===== src/rtl/ifm_aux_write_port_pkg.sv =====
// Shared constants and FSM state encoding for the IFM aux write port.
package ifm_aux_write_port_pkg;

  localparam int FM_BUFFER_AW   = 12;
  localparam int IFM_DATA_W     = 32;
  localparam int AUX_FIFO_DEPTH = 16;
  localparam int AUX_FIFO_AW    = 4;
  localparam int AUX_CNT_W      = 16;

  typedef enum logic [1:0] {
    S_IDLE   = 2'd0,
    S_ACTIVE = 2'd1,
    S_DRAIN  = 2'd2
  } aux_state_e;

endpackage


===== src/rtl/ifm_aux_write_port_sync_fifo.sv =====
// Register-based first-word-fall-through FIFO: rdata shows the head entry
// whenever the FIFO is not empty, so it can be consumed in the pop cycle.
module ifm_aux_write_port_sync_fifo
  import ifm_aux_write_port_pkg::*;
#(
  parameter int DW    = FM_BUFFER_AW + IFM_DATA_W,
  parameter int DEPTH = AUX_FIFO_DEPTH,
  parameter int AW    = AUX_FIFO_AW
) (
  input  logic          clk,
  input  logic          rst,
  input  logic          push,
  input  logic [DW-1:0] wdata,
  input  logic          pop,
  output logic [DW-1:0] rdata,
  output logic          full,
  output logic          empty
);

  logic [DW-1:0] mem [DEPTH];
  // One extra pointer bit distinguishes full from empty.
  logic [AW:0]   wr_ptr;
  logic [AW:0]   rd_ptr;
  logic          do_pop;

  assign empty  = (wr_ptr == rd_ptr);
  assign full   = (wr_ptr[AW] != rd_ptr[AW]) && (wr_ptr[AW-1:0] == rd_ptr[AW-1:0]);
  assign rdata  = mem[rd_ptr[AW-1:0]];
  assign do_pop = pop & ~empty;

  // Pointer update; reset discards every stored entry.
  always_ff @(posedge clk or posedge rst) begin
    if (rst) begin
      wr_ptr <= '0;
      rd_ptr <= '0;
    end else begin
      if (push)   wr_ptr <= wr_ptr + 1'b1;
      if (do_pop) rd_ptr <= rd_ptr + 1'b1;
    end
  end

  // Storage write; a push into a full FIFO is only issued alongside a pop,
  // so it overwrites the slot being read out in the same cycle.
  always_ff @(posedge clk) begin
    if (push) mem[wr_ptr[AW-1:0]] <= wdata;
  end

endmodule


===== src/rtl/ifm_aux_write_port.sv =====
// Merges the non-back-pressurable aux write stream into the IFM buffer write
// port behind the primary DRAM-fill writer, and tracks aux sessions.
module ifm_aux_write_port
  import ifm_aux_write_port_pkg::*;
#(
  parameter int IFM_AW     = FM_BUFFER_AW,
  parameter int IFM_DW     = IFM_DATA_W,
  parameter int FIFO_DEPTH = AUX_FIFO_DEPTH,
  parameter int FIFO_AW    = AUX_FIFO_AW,
  parameter int CNT_W      = AUX_CNT_W
) (
  input  logic              clk,
  input  logic              rst,
  input  logic              aux_vld,
  input  logic              aux_write_vld,
  input  logic [IFM_AW-1:0] aux_write_addr,
  input  logic [IFM_DW-1:0] aux_write_data,
  input  logic              main_wr_vld,
  input  logic [IFM_AW-1:0] main_wr_addr,
  input  logic [IFM_DW-1:0] main_wr_data,
  output logic              buf_we,
  output logic [IFM_AW-1:0] buf_addr,
  output logic [IFM_DW-1:0] buf_wdata,
  output logic              aux_busy,
  output logic              aux_done,
  output logic              aux_overflow,
  output logic [CNT_W-1:0]  aux_wr_cnt
);

  localparam int EW = IFM_AW + IFM_DW;

  aux_state_e        state;
  logic              push_req;
  logic              push;
  logic              pop;
  logic              drop;
  logic              fifo_full;
  logic              fifo_empty;
  logic [EW-1:0]     fifo_head;
  logic [IFM_AW-1:0] head_addr;
  logic [IFM_DW-1:0] head_data;

  logic              wr_vld_p1;
  logic [IFM_AW-1:0] wr_addr_p1;
  logic [IFM_DW-1:0] wr_data_p1;
  logic              aux_commit_p1;

  // The main writer always wins the port; the FIFO drains only in its gaps.
  assign push_req = aux_vld & aux_write_vld;
  assign pop      = ~fifo_empty & ~main_wr_vld;
  assign push     = push_req & (~fifo_full | pop);
  assign drop     = push_req & fifo_full & ~pop;

  assign {head_addr, head_data} = fifo_head;

  ifm_aux_write_port_sync_fifo #(
    .DW    (EW),
    .DEPTH (FIFO_DEPTH),
    .AW    (FIFO_AW)
  ) u_fifo (
    .clk   (clk),
    .rst   (rst),
    .push  (push),
    .wdata ({aux_write_addr, aux_write_data}),
    .pop   (pop),
    .rdata (fifo_head),
    .full  (fifo_full),
    .empty (fifo_empty)
  );

  // ---- stage p1: registered buffer write port ----
  // Select main first, then the FIFO head; address/data hold when idle.
  always_ff @(posedge clk or posedge rst) begin
    if (rst) begin
      wr_vld_p1     <= 1'b0;
      aux_commit_p1 <= 1'b0;
      wr_addr_p1    <= '0;
      wr_data_p1    <= '0;
    end else begin
      wr_vld_p1     <= main_wr_vld | pop;
      aux_commit_p1 <= pop;
      if (main_wr_vld) begin
        wr_addr_p1 <= main_wr_addr;
        wr_data_p1 <= main_wr_data;
      end else if (pop) begin
        wr_addr_p1 <= head_addr;
        wr_data_p1 <= head_data;
      end
    end
  end

  assign buf_we    = wr_vld_p1;
  assign buf_addr  = wr_addr_p1;
  assign buf_wdata = wr_data_p1;

  // Session FSM with commit counter, sticky overflow and done pulse.
  // The FIFO is always empty in IDLE, so the session-start clear never
  // races a pop or a drop.
  always_ff @(posedge clk or posedge rst) begin
    if (rst) begin
      state        <= S_IDLE;
      aux_done     <= 1'b0;
      aux_overflow <= 1'b0;
      aux_wr_cnt   <= '0;
    end else begin
      aux_done <= 1'b0;
      if (pop)  aux_wr_cnt   <= aux_wr_cnt + 1'b1;
      if (drop) aux_overflow <= 1'b1;
      case (state)
        S_IDLE: begin
          if (aux_vld) begin
            state        <= S_ACTIVE;
            aux_wr_cnt   <= '0;
            aux_overflow <= 1'b0;
          end
        end
        S_ACTIVE: begin
          if (!aux_vld) state <= S_DRAIN;
        end
        S_DRAIN: begin
          // Re-assertion merges into the same session.
          if (aux_vld) begin
            state <= S_ACTIVE;
          end else if (fifo_empty && !aux_commit_p1) begin
            state    <= S_IDLE;
            aux_done <= 1'b1;
          end
        end
        default: state <= S_IDLE;
      endcase
    end
  end

  assign aux_busy = (state != S_IDLE);

endmodule


===== config.mk =====
export PLATFORM = sky130hd
export DESIGN_NAME = ifm_aux_write_port
export DESIGN_NICKNAME = d
export VERILOG_FILES = /design/src/rtl/ifm_aux_write_port_pkg.sv /design/src/rtl/ifm_aux_write_port_sync_fifo.sv /design/src/rtl/ifm_aux_write_port.sv
export SDC_FILE = /design/constraint.sdc
export NUM_CORES = 1
export LEC_CHECK = 0
export BUFFER_PORTS_ARGS = -buffer_cell sky130_fd_sc_hd__buf_4
export CAP_MARGIN = 20
export CORE_ASPECT_RATIO = 0.6
export CORE_UTILIZATION = 45
export CTS_CLUSTER_SIZE = 14
export DETAILED_ROUTE_END_ITERATION = 10
export MAX_ROUTING_LAYER = met4
export PLACE_DENSITY = 0.71
export SYNTH_ARGS = -nofsm -noshare
export SYNTH_HDL_FRONTEND = slang
export SYNTH_SLANG_ARGS = --single-unit

===== constraint.sdc =====
create_clock -name clk -period 5.7 [get_ports clk]
set_input_delay 1.14 -clock clk [delete_from_list [all_inputs] [get_ports clk]]
set_output_delay 1.14 -clock clk [all_outputs]
set_load 0.02 [all_outputs]

---- After elaboration in Yosys (flattened, before gate mapping) ----
Memory sizes are Yosys's and may differ from the RTL's.
Index checks and enable logic that the tools add are counted.
word-level totals
  register bits after elaboration ......... 76
  bits in writable memories ............... 704
  input port bits ......................... 93
  output and inout bits ................... 64
  memories kept ........................... 1
cells by class
  add/sub/neg operators ................... 3
  equal/unequal tests ..................... 8
  mux-type cells .......................... 20
  bitwise logic cells ..................... 12
  reduce and logical (&&, ||, !) cells .... 7
memory list
  memory      depth  width  rd ports  clocked after memory_dff  write ports  RTL line                            text
  u_fifo.mem  16     44     1         0                         1            ifm_aux_write_port_sync_fifo.sv:20  logic [DW-1:0] mem [DEPTH];
operators by type and width
  cell                   count
  $mux 32                2
  $mux 16                3
  $mux 12                2
  $add 16x1->16 const B  1
  $add 5x1->5 const B    2
  $mux 1                 8
  $mux 2                 4
  $and 1x1->1            6
  $pmux 2 s3             1
  $eq 5x5->1             1
  $eq 4x4->1             1
  $ne 2x2->1 const B     2
  $not 1->1              4
  $reduce_bool 2->1      2
  $ne 3x3->1 const B     1
  $reduce_and 3->1       1
  $eq 2x1->1 const B     1
  $eq 2x2->1 const B     1
  $logic_and 1x1->1      2
  $logic_not 2->1        1
  $or 1x1->1             2
  $logic_not 1->1        1
  $ne 1x1->1             1

---- Longest topological paths before layout ----
Gate-level depths: netlist of the first run.
  depth after elaboration ................. 8
  depth in mapped cells ................... 9

---- Modules after synthesis ----
From an unflattened synthesis of the first run, not the netlist that was laid out.
second synthesis, totals
  cell total of the unflattened synthesis .. 1,538
  area, all modules ....................... 30,494.2 µm²
modules (own cells, without submodules)
  module                        instances  cells an instance  area an instance (µm²)
  ifm_aux_write_port_sync_fifo  1          1,245              27,448.8
  ifm_aux_write_port            1          293                3,045.4

---- Worst setup path after synthesis of the first run ----
No wires, ideal clock.
  kind .................................... input -> register
  start point ............................. input port main_wr_vld
  end point ............................... memory u_fifo.mem[3][0] in the netlist's numbering, enable pin
  setup time .............................. 500 ps
  arrival time ............................ 4,715 ps
  slack ................................... 485 ps
  cell stages on the path ................. 5
  path buffers ............................ 2
  cell sequence ........................... clkbuf_1 a31oi_1 buf_2 nand2_1 nor3_1
on the way
  cells in the longest elaborated chain, start to end .. 6
RTL lines
  item                          RTL line                            text
  start: declaration            ifm_aux_write_port.sv:18            input logic main_wr_vld,
  $not 1->1                     ifm_aux_write_port.sv:50            assign pop = ~fifo_empty & ~main_wr_vld;
  $and 1x1->1                   ifm_aux_write_port.sv:50
  $or 1x1->1                    ifm_aux_write_port.sv:51            assign push = push_req & (~fifo_full | pop);
  $and 1x1->1                   ifm_aux_write_port.sv:51
  $mux 1                        ifm_aux_write_port_sync_fifo.sv:45  if (push) mem[wr_ptr[AW-1:0]] <= wdata;
  $mux 1 (implied by the code)  ifm_aux_write_port_sync_fifo.sv:45
  end: declaration              ifm_aux_write_port_sync_fifo.sv:20
Every way passes these cells.

---- Worst setup path in the final report of the first run ----
  start point ............................. register u_fifo.rd_ptr[1]
  end point ............................... memory u_fifo.mem[10][23] in the netlist's numbering, enable pin
on the way
  cells in the longest elaborated chain, start to end .. 7
  elaborated cells on any way between the ends .. 10
  classes of those cells .................. 2 x eq/ne; 2 x mux; 5 x bitwise; 1 x reduce/logical
RTL lines
  item                                            RTL line                                                                text
  start: declaration                              ifm_aux_write_port_sync_fifo.sv:23                                      logic [AW:0] rd_ptr;
  start signal: assignment                        ifm_aux_write_port_sync_fifo.sv:38                                      if (do_pop) rd_ptr <= rd_ptr + 1'b1;
  $eq 5x5->1 or $eq 4x4->1 (tied branches)        ifm_aux_write_port_sync_fifo.sv:26, ifm_aux_write_port_sync_fifo.sv:27
  $not 1->1 or $logic_and 1x1->1 (tied branches)  ifm_aux_write_port.sv:50, ifm_aux_write_port_sync_fifo.sv:27
  $and 1x1->1 or $not 1->1 (tied branches)        ifm_aux_write_port.sv:50, ifm_aux_write_port.sv:51
  $or 1x1->1 *                                    ifm_aux_write_port.sv:51
  $and 1x1->1 *                                   ifm_aux_write_port.sv:51
  $mux 1 *                                        ifm_aux_write_port_sync_fifo.sv:45
  $mux 1 (implied by the code) *                  ifm_aux_write_port_sync_fifo.sv:45
Mark *: on every way between the ends. The rest lies on a longest branch, timed or not.

==> key figures, run 1 <==
Clock network
  – CTS root buf: clkbuf_16
  – Hold_buf cts: 0
  – Clock transition at path regs: about 60 ps
  – H-tree Lvls: 3
  – Setup Fix Bufs, Post-CTS: 0
  – CTS tree: done
  – Clock Path Buffers: 3
  – Sink Count: 780
  – CTS Buf Count: between 70 and 80
  – Clk_lat worst skew: 640 ps
  – Post-CTS Resized: 0

Worst setup path
  – Reg-to-reg startpoint: u_fifo.rd_ptr[1]
  – CP max FO: 34
  – Crit Path Category: reg2reg
  – Worst reg-to-reg setup slack: 2180 ps
  – CP Launch Type: register
  – CP required: 6010 ps
  – Critical Path AT: 3840 ps
  – R2r worst-path depth: 6
  – Crit path capture type: register
  – Reg-to-reg endpoint: u_fifo.mem[10][23]

Power and ir drop
  – Pwr/cell area: about 490 nW/um2
  – Peak supply drop: 260 uV
  – Leak: ~0.012 uW

Yosys
  – Commonest cells in the netlist: 704 x edfxtp_1, 131 x mux4_2, 89 x mux2_2
  – Sequential fraction of the synthesis area: between 70 and 80%
  – Synth top area share: 69.0%
  – Mapped Area: 30700 um2
  – Synth area leader: edfxtp_1
  – Avg Inst Size Synth: between 15 and 20 um2
  – Cells after synthesis: 1591
  – Mapped Nets: 1690
  – YS warnings: 0
  – Synth Register Bits: 780
  – Dominant cells by area after synthesis: edfxtp_1 69%, mux4_2 9.6%, dfrtp_1 6.2%
  – EDFF count, synth: 704
  – Distinct cells, synth: 43
  – Ys async rst share: about 9.7%
  – Top-count cell post-synth: edfxtp_1
  – Top FF cell, synth: edfxtp_1

Routing
  – Total iterations of the first detailed-routing run: 5
  – Via density: 5.93
  – Final wirelength: 73600 um
  – Vias: 16109
  – First DRT Iteration DRCs: 1723
  – DRT antenna net count: 0
  – Wirelength per Cell: 27.1 um
  – Drc violations: 0

Floorplan
  – Core Box Area: 66800 um2
  – Die area: 69200 um2
  – Chip height: ~200 um
  – Starting Density: 45.9%
  – DIE WIDTH: 339 um
  – Row cnt: 73
  – IO Count: 157

Timing
  – Slew margin rel.: 31.0%
  – WHS: about 460 ps
  – Setup repair after global routing missed its margin: no
  – Tmin final: 3520 ps
  – Least-Margin Pin Slew: 1030 ps
  – Post-route clock skew: 19.0 ps
  – Period utilization: between 60% and 70%
  – Setup TNS: 0 ps
  – Endpoints failing hold: 0
  – Worst Slack Setup Final: about 2200 ps
  – F_max: 0.284 GHz
  – Setup violators final: 0
  – Final Max Tran Viols: 0

Job
  – Max Cap Violations: 0

Global routing
  – Gr usage total: about 22%
  – Antenna violations before repair: 1
  – Largest net degree at the start of global routing: 79
  – Global-route wire length before repair: 108000 um
  – Grt ovf: 0
  – Vias in the first global route: about 16000

Cells and area
  – Layout cells sized above 1: between 30% and 40%
  – Area Growth Syn to Fin: 14.5%
  – Finished Layout Cells: 2715
  – # fillers: 5131
  – Layout net count: 1854

Placement
  – Gp weighted congestion: 0.873
  – Setup slack at placement: 2160 ps
  – Port Buf Inserts: 156
  – Dpl hpwl: 45000 um
  – Dpl cells: approximately 2600

Min path
  – Critical hold path startpoint: aux_commit_p1
  – Hold Path End: aux_done
  – Hold depth: 1
  – Hold Crit Class: reg2reg

Outcome
  – Status: finished clean
routing by layer:
layer | GRT usage [%] | routed length [um]
met4 | 4.30 | 1100
met5 | - | 0
met3 | 5.05 | 6590
met1 | 32.2 | 32500
met2 | 32.0 | 33500
placed cells by master, fill, tap and decap left out, types with 12 or more instances in the layout:
cell,n
edfxtp_1,704
clkbuf_16,73
dfrtp_1,72
clkbuf_1,24
nor2_1,66
mux2_2,89
o22ai_1,44
buf_4,186
mux4_2,131
a211oi_1,74
o31ai_1,44
nor2b_1,46
xnor2_1,15
nand2_1,52
clkinv_2,13
and3_2,15
nor3_1,47
a211oi_2,15
xor2_1,12
metrics by stage:
step	cell area (um2)	util, %	total power [uW]
after global routing	35100	52.6	17800
after global placement	32700	48.9	12300
after floorplan	30700	-	10700
after detailed placement	32700	49.0	12400
after CTS	35100	52.6	17200
final	35100	52.6	17100
worst max-delay path: stages, from the launching register on:
cell and delay, ps:
dfrtp_4 870, xnor2_1 190, and4_1 340, a31oi_1 230
buf_4 240, and3_2 910, buf_4 400
logic make-up (layout without fill, tap and decap cells):
| logic type | count (synthesis) | in the layout | synth area share, % |
|---|---|---|---|
| XOR/XNOR | 27 | 27 | 0.772 |
| other | 0 | 1 | 0 |
| adder cells (fa/ha/maj) | 6 | 6 | 0.245 |
| flip-flops | 780 | 780 | 75.2 |
| multiplexers | 221 | 221 | 13.0 |
| buffers and inverters | 108 | 331 | 2.00 |
| AND/OR/NAND/NOR | 250 | 250 | 3.93 |
| AO/OA/AOI/OAI | 199 | 199 | 4.90 |
layout make-up:
type	instances	area, um2	share of cell area, %
diodes	1	2.50	0.00713
inverters	7	28.8	0.0820
clock buffers	101	1970	5.62
well taps	900	1130	3.21
clock inverters	33	408	1.16
flip-flops and latches	780	23100	65.7
multi-input cells	703	7030	20.0
repair buffers	190	1490	4.23
power by group:
part / total, uW / switching (uW) / internal [uW]
Clock: 4900 / 2150 / 2750
Combinational: 5020 / 2880 / 2140
Sequential: 7230 / 507 / 6720
flip-flops by register name, summed over array words and instances (netlist names):
| name | cells |
|---|---|
| aux_wr_cnt | 16 |
| buf_we | 1 |
| aux_commit_p1 | 1 |
| u_fifo.mem | 704 |
| state | 2 |
| aux_overflow | 1 |
| u_fifo.rd_ptr | 5 |
| buf_addr | 12 |
| aux_done | 1 |
| buf_wdata | 32 |
| u_fifo.wr_ptr | 5 |
how the worst max path moves through the flow:
stage,start,to,slack [ps],depth (start not counted)
after floorplan,main_wr_vld,u_fifo.mem[3][0],480,5
after global placement,u_fifo.rd_ptr[1],u_fifo.mem[14][13],2190,6
after CTS,u_fifo.rd_ptr[1],u_fifo.mem[10][13],2110,6
after detailed placement,u_fifo.rd_ptr[1],u_fifo.mem[10][23],2160,6
after global routing,u_fifo.rd_ptr[1],u_fifo.mem[10][14],1970,6
final,u_fifo.rd_ptr[1],u_fifo.mem[10][23],2180,6
No activity file was read; power rests on OpenSTA's default activity.
==> run 2: changes to the inputs <==
--- a/config.mk
+++ b/config.mk
@@ -5,6 +5,7 @@
 export SDC_FILE = /design/constraint.sdc
 export NUM_CORES = 1
 export LEC_CHECK = 0
+export ABC_AREA = 1
 export BUFFER_PORTS_ARGS = -buffer_cell sky130_fd_sc_hd__buf_4
 export CAP_MARGIN = 20
 export CORE_ASPECT_RATIO = 0.6
==> constraint.sdc (replaced) <==
create_clock -name clk -period 3.3 [get_ports clk]
set_input_delay 0.66 -clock clk [delete_from_list [all_inputs] [get_ports clk]]
set_output_delay 0.66 -clock clk [all_outputs]
set_load 0.02 [all_outputs]
==> run 2 against run 1 <==
Core utilization down 0.15 points; register-to-register slack worse by 1900 ps; critical path type unchanged; fmax is 18% higher.
==> key figures, run 2 <==
Outcome
  – Status: finished clean (unchanged)

Yosys
  – Mapped Area: 31500 um2 (was 30700 um2)
  – Synth top area share: 67.1% (was 69.0%)
  – EDFF count, synth: 704 (unchanged)
  – Ys async rst share: 9.74% (unchanged)
  – Mapped Nets: 2760 (was 1690)
  – Distinct cells, synth: 32 (was 43)
  – Synth area leader: edfxtp_1 (unchanged)
  – Cells after synthesis: 2661 (was 1591)
  – YS warnings: 0 (unchanged)
  – Synth Register Bits: 780 (unchanged)
  – Commonest cells in the netlist: 704 x edfxtp_1, 522 x nor2_1, 478 x nand2_1 (was 704 x edfxtp_1, 131 x mux4_2, 89 x mux2_2)
  – Top-count cell post-synth: edfxtp_1 (unchanged)
  – Sequential fraction of the synthesis area: 73.1% (was 75.2%)
  – Top FF cell, synth: edfxtp_1 (unchanged)
  – Avg Inst Size Synth: 11.8 um2 (was 19.3 um2)
  – Dominant cells by area after synthesis: edfxtp_1 67%, nor2_1 6.2%, dfrtp_1 6.0% (was edfxtp_1 69%, mux4_2 9.6%, dfrtp_1 6.2%)

Cells and area
  – Layout cells sized above 1: 11.8% (was 30.8%)
  – Register Area: 23100 um2 (about the same)
  – Commonest non-fill, non-tap cell in the layout: edfxtp_1 (unchanged)
  – Commonest non-fill, non-tap cells in the layout: 704 x edfxtp_1, 505 x nor2_1, 478 x nand2_1 (was 704 x edfxtp_1, 186 x buf_4, 131 x mux4_2)
  – Area Growth Syn to Fin: 14.1% (was 14.5%)
  – Post-layout util: 52.4% (was 52.6%)
  – Layout net count: 2881 (was 1854)
  – Max FFs per register: 704 (unchanged)
  – Antenna Cells: 0 (was 1)
  – Finished Layout Cells: 3746 (was 2715)
  – Area of the multi-input gates: 7700 um2 (was 7030 um2)
  – # fillers: 5665 (was 5131)

Global routing
  – Grt ovf: 0 (unchanged)
  – Vias in the first global route: 20402 (was 15981)
  – Global-route wire length before repair: 123000 um (was 108000 um)
  – Gr usage total: 23.7% (was 22.1%)
  – Largest net degree at the start of global routing: 126 (was 79)
  – Antenna violations before repair: 0 (was 1)

Clock network
  – CTS Buf Count: 72 (was 73)
  – Setup Fix Bufs, Post-CTS: 0 (unchanged)
  – Clock transition at path regs: 60 ps (about the same)
  – Sink Count: 780 (unchanged)
  – CTS root buf: clkbuf_16 (unchanged)
  – Hold_buf cts: 0 (unchanged)
  – H-tree Lvls: 3 (unchanged)
  – Clk_lat worst skew: 630 ps (was 640 ps)
  – CTS tree: done (unchanged)
  – Post-CTS Resized: 0 (unchanged)
  – Clock Path Buffers: 3 (unchanged)

Routing
  – Total iterations of the first detailed-routing run: 8 (was 5)
  – Wirelength per Cell: 21.9 um (was 27.1 um)
  – Drc violations: 0 (unchanged)
  – DRT antenna net count: 0 (unchanged)
  – Final wirelength: 82100 um (was 73600 um)
  – Via density: 5.66 (was 5.93)
  – First DRT Iteration DRCs: 2926 (was 1723)
  – Vias: 21201 (was 16109)

Placement
  – Dpl cells: 3620 (was 2579)
  – Gp weighted congestion: 0.891 (was 0.873)
  – Port Buf Inserts: 156 (unchanged)
  – Dpl hpwl: 49100 um (was 45000 um)

Timing
  – F_max: 0.335 GHz (was 0.284 GHz)
  – Endpoints failing hold: 0 (unchanged)
  – Least-Margin Pin Slew: 915 ps (was 1030 ps)
  – Post-route clock skew: 20.9 ps (was 19.0 ps)
  – Period utilization: 90.4% (was 61.8%)
  – Slew margin rel.: 38.9% (was 31.0%)
  – Setup violators final: 0 (unchanged)
  – Final Max Tran Viols: 0 (unchanged)
  – Tmin final: 2980 ps (was 3520 ps)
  – Setup repair after global routing missed its margin: no (unchanged)

Worst setup path
  – Critical Path AT: 3240 ps (was 3840 ps)
  – Crit Path Category: reg2reg (unchanged)
  – CP Launch Type: register (unchanged)
  – CP most frequent cell: nand2_1 (was buf_4)
  – CP required: 3560 ps (was 6010 ps)
  – CP max stage delay: 660 ps (was 910 ps)
  – Delay-heaviest family, CP: simple AND/OR/NAND/NOR gates (unchanged)
  – Crit path capture type: register (unchanged)
  – Worst path slowest cell: dfrtp_4 (was and3_2)
  – CP max FO: 32 (was 34)
  – Crit path cell chain: inv_8 -> nand2_1 -> nand2_1 -> nor2_2 -> nand3_1 -> nand2_1 -> inv_1 -> nand2_1 -> nor2_4 -> buf_4 (was xnor2_1 -> and4_1 -> a31oi_1 -> buf_4 -> and3_2 -> buf_4)
  – Buf+Inv Stages, Crit Path: 3 (was 2)

Power and ir drop
  – Pwr/cell area: 814 nW/um2 (was 488 nW/um2)
  – Peak supply drop: 594 uV (was 260 uV)
  – Leak: 0.0126 uW (was 0.0116 uW)

Floorplan
  – Row cnt: 74 (was 73)
  – Chip height: 207 um (was 204 um)
  – IO Count: 157 (unchanged)
  – Die area: 71100 um2 (was 69200 um2)
  – Starting Density: 45.9% (about the same)
  – DIE WIDTH: 344 um (was 339 um)
  – Core Box Area: 68600 um2 (was 66800 um2)

Min path
  – Hold Crit Class: in2async (was reg2reg)

Job
  – Max Cap Violations: 0 (unchanged)
==> run 2: worst register-to-register path, cell delays in order (launching register included) <==
cell     delay [ps]
dfrtp_4         660
inv_8           190
nand2_1          80
nand2_1         110
nor2_2           80
nand3_1         120
nand2_1         160
inv_1           250
nand2_1         340
nor2_4          190
buf_4           420
==> run 2: worst paths after layout <==
kind | startpoint | cells after the start | slack (ps) | end
setup / recovery | u_fifo.rd_ptr[0] | 10 | 320 | u_fifo.mem[0][19]
hold / removal | rst | 2 | 50 | buf_wdata[0]
setup reg to reg | u_fifo.rd_ptr[0] | 10 | 320 | u_fifo.mem[0][19]
hold reg to reg | buf_addr[3] | 2 | 480 | buf_addr[3]
max in group asynchronous | rst | 3 | 2440 | buf_wdata[8]
min in group clk | main_wr_data[4] | 5 | 370 | buf_wdata[4]
==> run 2: area by class of cell <==
class | count | area share (%)
Inverter | 32 | 0.376
Clock inverter | 27 | 0.515
Timing Repair Buffer | 207 | 4.91
Sequential cell | 780 | 64.1
Tap cell | 912 | 3.17
Multi-Input combinational cell | 1689 | 21.4
Clock buffer | 99 | 5.55
==> run 2: logic make-up (layout without fill, tap and decap cells) <==
family | after synthesis | count (layout) | share of synthesized area, %
adder cells (fa/ha/maj) | 6 | 6 | 0.238
buffers and inverters | 192 | 365 | 2.87
AND/OR/NAND/NOR | 1203 | 1203 | 15.2
XOR/XNOR | 16 | 16 | 0.445
flip-flops | 780 | 780 | 73.1
AO/OA/AOI/OAI | 464 | 464 | 8.14
==> run 2: stage by stage <==
step	worst slack [ps]	hold slack [ps]	instance area (um2)	power [uW]	TNS, ps
floorplan	-269	462	31500	18300	-143890
global placement	462	467	33800	21200	0
detailed placement	403	470	33800	21400	0
CTS	339	21.3	36000	29300	0
global route	157	48.0	36000	30800	0
finish	317	48.4	36000	29300	0
==> run 2: per-layer routing <==
metal,share of wire [%],GRT usage [%]
met3,11,5.86
met2,43,32.2
met1,44,35.8
met5,0,-
met4,1.8,5.39
==> run 2: power by group <==
group	internal (uW)	switching, uW
Sequential	11600	467
Combinational	2750	6580
Clock	4390	3510
Total	18700	10600
